==> config.mk <==
export PLATFORM = sky130hd
export DESIGN_NAME = prog_loader
export DESIGN_NICKNAME = d
export VERILOG_FILES = /design/src/rtl/prog_loader.sv
export SDC_FILE = /design/constraint.sdc
export NUM_CORES = 1
export LEC_CHECK = 0
export ABC_AREA = 0
export CAP_MARGIN = 20
export CORE_MARGIN = 5
export CORE_UTILIZATION = 58
export DETAILED_ROUTE_END_ITERATION = 16
export PLACE_DENSITY = 0.89
export SETUP_SLACK_MARGIN = 0.4
export SLEW_MARGIN = 30
export SYNTH_ARGS = -nofsm -noshare
export SYNTH_HDL_FRONTEND = slang
export SYNTH_SLANG_ARGS = --single-unit
==> constraint.sdc <==
create_clock -name clk -period 2.6 [get_ports clk]
set_input_delay 0.26 -clock clk [delete_from_list [all_inputs] [get_ports clk]]
set_output_delay 0.26 -clock clk [all_outputs]
set_load 0.01 [all_outputs]
==> src/rtl/prog_loader.sv <==
`timescale 1ns/1ps
// Program loader: unpacks a length-prefixed, XOR-checked byte stream into 16-bit Hack words for instruction RAM.
// Latency: mem_we pulses one clock after the edge that accepts a word's low byte; done/error register on the CHK byte.
// Backpressure: none; every rx_valid byte in a receiving state is consumed, so at most one write lands every 2 cycles.
module prog_loader #(
  parameter int ADDR_W      = 15,
  parameter int BASE_ADDR   = 0,
  parameter int TIMEOUT_CYC = 1000000
) (
  input  logic              clk,
  input  logic              rst_n,
  input  logic [7:0]        rx_data,
  input  logic              rx_valid,
  input  logic              start,
  output logic              mem_we,
  output logic [ADDR_W-1:0] mem_addr,
  output logic [15:0]       mem_wdata,
  output logic              busy,
  output logic              done,
  output logic              error,
  output logic              cpu_rst_n
);

  localparam int                TW        = $clog2(TIMEOUT_CYC + 1);
  // Words that fit between BASE_ADDR and the top of RAM; wide enough that it never overflows.
  localparam logic [32:0]       CAP_WORDS = (33'd1 << ADDR_W) - 33'(BASE_ADDR);
  localparam logic [TW-1:0]     TLAST     = TW'(TIMEOUT_CYC - 1);
  localparam logic [ADDR_W-1:0] BASE      = ADDR_W'(BASE_ADDR);

  typedef enum logic [2:0] {
    LEN_HI, LEN_LO, DATA_HI, DATA_LO, CHK, DONE, ERR
  } state_t;

  state_t            state;
  logic [15:0]       len;
  logic [7:0]        hi_byte;
  logic [7:0]        chk;
  logic [ADDR_W:0]   word_idx;
  logic [TW-1:0]     tcnt;

  logic              timed_state;
  logic              last_word;
  logic              oversize;
  logic [15:0]       len_now;

  // Timeout only applies once a frame has started and before it resolves.
  assign timed_state = (state == LEN_LO) || (state == DATA_HI) ||
                       (state == DATA_LO) || (state == CHK);
  assign len_now     = {len[15:8], rx_data};
  assign oversize    = 33'(len_now) > CAP_WORDS;
  assign last_word   = (33'(word_idx) + 33'd1) == 33'(len);

  // Frame parser, write-port driver, checksum and timeout in one registered FSM.
  always_ff @(posedge clk or negedge rst_n) begin
    if (!rst_n) begin
      state     <= LEN_HI;
      mem_we    <= 1'b0;
      mem_addr  <= BASE;
      mem_wdata <= 16'h0000;
      busy      <= 1'b0;
      done      <= 1'b0;
      error     <= 1'b0;
      cpu_rst_n <= 1'b0;
      len       <= 16'h0000;
      hi_byte   <= 8'h00;
      chk       <= 8'h00;
      word_idx  <= '0;
      tcnt      <= '0;
    end else begin
      mem_we <= 1'b0;
      if (start) begin
        // Re-arm; a byte arriving with start is dropped.
        state     <= LEN_HI;
        busy      <= 1'b0;
        done      <= 1'b0;
        error     <= 1'b0;
        cpu_rst_n <= 1'b0;
        chk       <= 8'h00;
        word_idx  <= '0;
        tcnt      <= '0;
      end else begin
        if (timed_state) begin
          if (rx_valid) begin
            tcnt <= '0;
          end else if (tcnt == TLAST) begin
            state     <= ERR;
            error     <= 1'b1;
            busy      <= 1'b0;
            cpu_rst_n <= 1'b0;
            tcnt      <= '0;
          end else begin
            tcnt <= tcnt + 1'b1;
          end
        end
        if (rx_valid) begin
          case (state)
            LEN_HI: begin
              len[15:8] <= rx_data;
              chk       <= chk ^ rx_data;
              busy      <= 1'b1;
              state     <= LEN_LO;
            end
            LEN_LO: begin
              len[7:0] <= rx_data;
              chk      <= chk ^ rx_data;
              if (oversize) begin
                state <= ERR;
                error <= 1'b1;
                busy  <= 1'b0;
              end else if (len_now == 16'h0000) begin
                state <= CHK;
              end else begin
                state <= DATA_HI;
              end
            end
            DATA_HI: begin
              hi_byte <= rx_data;
              chk     <= chk ^ rx_data;
              state   <= DATA_LO;
            end
            DATA_LO: begin
              mem_we    <= 1'b1;
              mem_wdata <= {hi_byte, rx_data};
              mem_addr  <= BASE + word_idx[ADDR_W-1:0];
              word_idx  <= word_idx + 1'b1;
              chk       <= chk ^ rx_data;
              state     <= last_word ? CHK : DATA_HI;
            end
            CHK: begin
              busy <= 1'b0;
              if (rx_data == chk) begin
                state     <= DONE;
                done      <= 1'b1;
                cpu_rst_n <= 1'b1;
              end else begin
                state <= ERR;
                error <= 1'b1;
              end
            end
            default: ;
          endcase
        end
      end
    end
  end

endmodule

# [Word level (Yosys, flattened, before mapping)]
# Index checks and enable logic that the tools add are counted.
# Widths: inputs -> output; s select.
[word_totals] ff_bits=107 output_inout_bits=36 mem_bits_ro=0 mem_bits_rw=0 n_memories=0 latch_bits=0 inputBits=12 wordCells=95
[classes] mux=49 div_mod_pow=0 n_addsub=3 multipliers=0 eq_ne=7 bitwise_logic=2 n_reduce_logical=19 magnitude_cmp=1 n_shift=0
[ops] cell="$mux 20" n=4
[ops] cell="$mux 16" n=3
[ops] cell="$mux 1" n=27
[ops] cell="$mux 3" n=8
[ops] cell="$mux 8" n=3
[ops] cell="$add 20x1->20 const B" n=1
[ops] cell="$eq 20x20->1 const B" n=1
[ops] cell="$add 16x1->17 const B" n=1
[ops] cell="$eq 17x16->1" n=1
[ops] cell="$add 16x1->16 const B" n=1
[ops] cell="$gt 16x16->1 const B" n=1
[ops] cell="$logic_not 16->1" n=1
[ops] cell="$pmux 3 s5" n=1
[ops] cell="$reduce_and 3->1" n=5
[ops] cell="$reduce_bool 2->1" n=6
[ops] cell="$eq 8x8->1" n=1
[ops] cell="$xor 8x8->8" n=1
[ops] cell="$eq 3x2->1 const B" n=2
[ops] cell="$reduce_and 2->1" n=2
[ops] cell="$reduce_or 4->1" n=1
[ops] cell="$eq 3x1->1 const B" n=1
[ops] cell="$eq 3x3->1 const B" n=1
[ops] cell="$logic_not 3->1" n=1
[ops] cell="$logic_or 1x1->1" n=3
[ops] cell="4 further kinds" n=4

# [Longest topological paths before layout]
[depth] word_depth=9 ltp_mapped=8 ltp_nobuf=7

# [Worst setup path after synthesis]
# No wires, ideal clock.
[synth_path] path_type="register to register" startpoint="register tcnt[0]" endpoint="register state[1]" path_stages_with_launch=8 slack_ns=0.550 setup_time_ns=0.064 required_ns=2.536 synth_period_minus_slack_ns=2.050 arrival_ns=1.986 cell_sequence="dfrtp_1 -> ha_1 -> nand3_2 -> or4_4 -> or3_4 -> nor2_4 -> o211ai_1 -> a21bo_1"
[synth_via] elab_chain_cells=7
[synth_lines] item="start, declared" line="39" text="logic [TW-1:0] tcnt;"
[synth_lines] item="start signal, assigned" line="92" text="tcnt <= tcnt + 1'b1;"
[synth_lines] item="$eq 20x20->1 (*)" line="85" text="end else if (tcnt == TLAST) begin"
[synth_lines] item="$mux 3 (*)" line="85"
[synth_lines] item="$mux 3 (*)" line="83" text="if (rx_valid) begin"
[synth_lines] item="$mux 3 (*)" line="82" text="if (timed_state) begin"
[synth_lines] item="$pmux 3 s5" line="96" text="case (state)"
[synth_lines] item="$mux 3 (*)" line="95" text="if (rx_valid) begin"
[synth_lines] item="$mux 3 (*)" line="71" text="if (start) begin"
[synth_lines] item="end signal, assigned" line="127" text="state <= last_word ? CHK : DATA_HI;"
[synth_lines] item="end, declared" line="34" text="state_t state;"
# Every way passes the cells marked *; elsewhere a longest branch is shown, timed or not.
# A chain may end at the register's enable or synchronous reset.

# [Final worst setup path]
[layout_path] startpoint="register tcnt[1]" endpoint="register state[1]"
# Same word-level chain as after synthesis.

==> impl_results.md <==
* Via-to-Cell Ratio at 6.07
* Most common cell in the synthesized netlist: dfrtp_1
* Endpoints failing setup at 0
* Non-filler cells, final at 668
* Post-synth top area share at between 50% and 60%
* CTS tree: done
* Clock Skew at just under 0.03 ns
* Nets at ~570
* Post-synth cell types at 55
* Maxcap violations at 0
* Post-DP HPWL at about 8200 µm
* P_leak at around 2.6 nW
* Pin count of the biggest net entering global routing at 65
* Top_reg_cell synth: dfrtp_1
* Crit-path max FO at 4
* Required @ worst endpoint at a little under 3 ns
* Layout cells sized above 1 at a little under a fifth
* Post-synth top cells: dfrtp_1 (107), mux2_2 (54), nor2_1 (52), nand2_1 (45), xor2_1 (32)
* Average cell area after synthesis at about 11 µm²
* Minimum clock period at 2.18 ns
* RSZ-0062 raised after global routing: yes
* Post-synth EDFFs at 0
* Wirelength per Cell at roughly 18 µm
* Worst skew pair latency at approximately 0.4 ns
* Worst setup EP type: flip-flop
* DP Cell Count at roughly 650
* Final period util at approximately 84%
* VDD IR-drop max at approximately 470 µV
* Slew Limit Fails at 0
* Via count at approximately 4,100
* R2R setup slack at 0.42 ns
* DRC Markers at 0
* Setup tns final at 0 ns
* Die Y at 106 µm
* Total power at around 4 mW
* Layout area overhead at 17.2%
* Mapped Area at 5350 µm²
* Root buffer cell: clkbuf_8
* Setup WS post-layout at ~0.42 ns
* Initial antenna violation count at 0
* Ant. Diodes at 0
* Worst slack at placement at 0.249 ns
* Die Footprint at around 11,000 µm²
* Initial core utilization at between 50% and 60%
* Async SR Flop Fraction at 100%
* Mapped Nets at 520
* TritonCTS Buffers at 9
* Core Footprint at 9110 µm²
* Routability cong. at 0.960
* Slew margin rel. at between 60% and 70%
* Grt total ovfl at 0
* Synth Warn # at 0
* Final hold vios at 0
* Clk slew on worst S/H paths at 0.13 ns
* Number of global-route vias before repair at a little over 4,000
* Leading post-synthesis cells by cell area: dfrtp_1 (50%), mux2_2 (11%), xor2_1 (5.2%)
* Critical path arrival at 2.51 ns
* Pre-Repair DR Iteration Count at 7
* PortBufs at 47
* Drt total wl at 12,200 µm
* IO Count at between 40 and 50
* Global-route wire length before repair at ~20,000 µm
* Area leader, netlist: dfrtp_1
* Worst-Margin Slew at ~0.57 ns
* Antenna Violating Nets Remaining at 0
* Die Width at roughly 110 µm
* Total track usage at ~22%
* Rows at 35
* H-tree levels at 3
* Clock sink count at approximately 110
* Critical Path Start Type: flip-flop
* Hold WC Path Type: input port to asynchronous set/reset pin
* Register area share after synthesis at 50.0%
* 1st-iter DRT viols at ~350
* #FFs+latches synth at between 100 and 150
* Clock buffer depth at 2
* Status: finished clean
* Fmax at 458 MHz
* Power per cell area at roughly 660 nW/µm²
* Cells after synthesis at between 500 and 600
* CP Class: flip-flop to flip-flop
[path summary, 6_finish.rpt]
| check | to | depth (start not counted) | from |
|---|---|---|---|
| setup reg to reg | state[1] | 7 | tcnt[1] |
| setup / recovery | state[1] | 7 | tcnt[1] |
| max in group asynchronous | tcnt[2] | 3 | rst_n |
| hold / removal | mem_addr[2] | 2 | rst_n |
| min in group clk | mem_addr[1] | 1 | mem_addr[1] |
| hold reg to reg | mem_addr[1] | 1 | mem_addr[1] |
[repair_timing]
item,4_1_cts,5_1_grt
endpoints found under the hold margin,43,0
hold buffers,1,0
endpoints found under the setup margin,17,7
pin swaps,0,4
setup buffers,2,4
resized for setup,5,9
[cells in the final DEF (no fill, tap or decap), types with 4 or more instances in the layout]
cell	count
a21oi_1	11
and3_1	5
and4_1	6
buf_4	14
clkbuf_8	9
clkdlybuf4s50_1	46
clkinv_8	4
dfrtp_1	102
dfrtp_2	5
inv_1	6
mux2_2	54
nand2_1	45
nand3_1	15
nand4_1	15
nor2_1	52
nor2b_1	4
nor3_1	8
nor4_1	9
o211ai_1	4
o21ai_0	17
o31ai_1	4
or3_1	6
xnor2_1	29
xor2_1	32
[cell type report]
class                      count  area [µm²]
multi-input combinational    365        2580
clock inverter                 7         104
inverter                       6        22.5
tap                          111         139
clock buffer                   9         124
sequential                   107        2680
fill                         660        2840
timing repair buffer          63         616
[state kept, by name, indices dropped and copies added (netlist names)]
register / flops
done: 1
hi_byte: 8
mem_addr: 15
tcnt: 20
state: 3
chk: 8
mem_we: 1
mem_wdata: 16
error: 1
cpu_rst_n: 1
busy: 1
word_idx: 16
len: 16
[where the power goes]
group	leakage, nW	switching, mW	internal, mW	total (mW)
Combinational	1.07	0.394	0.503	0.897
Sequential	1.41	0.212	1.90	2.12
Clock	0.112	0.697	0.407	1.10
Total	2.60	1.30	2.81	4.12
[through the flow]
step	utilization, %	hold WS (ns)	cell area, µm²
finish	68.9	0.374	6270
global route	68.9	0.461	6270
CTS	68.1	0.405	6210
detailed placement	65.2	0.298	5940
global placement	65.2	0.281	5940
floorplan	-	-0.0356	5350
[kinds of logic (layout without fill, tap and decap cells)]
family / count (synthesis) / after routing / share of synthesized area, %
simple gates: 184 / 184 / 17.3
flops: 107 / 107 / 50.0
xor+xnor: 61 / 61 / 9.98
compound gates: 60 / 60 / 7.41
mux: 58 / 58 / 12.1
buf+inv: 34 / 85 / 2.69
fa+ha+maj: 2 / 2 / 0.467
[worst max-delay path: stages, from the launching register on]
cell and delay (ns):
dfrtp_1 0.42, ha_4 0.16, nand3_2 0.12, or4_4 0.55, or3_4 0.43, nor2_4 0.14, o211ai_1 0.12, a21bo_1 0.19
[routing by layer]
metal | global-route usage, % | up-vias | part of all wire, %
met5 | 0 | - | 0
met4 | 7.96 | 0 | 2.2
met3 | 3.10 | 30 | 5.7
met2 | 36.9 | 168 | 49
met1 | 30.6 | 1995 | 43
li1 | - | 1865 | -
(Power assumes the default switching activity.)
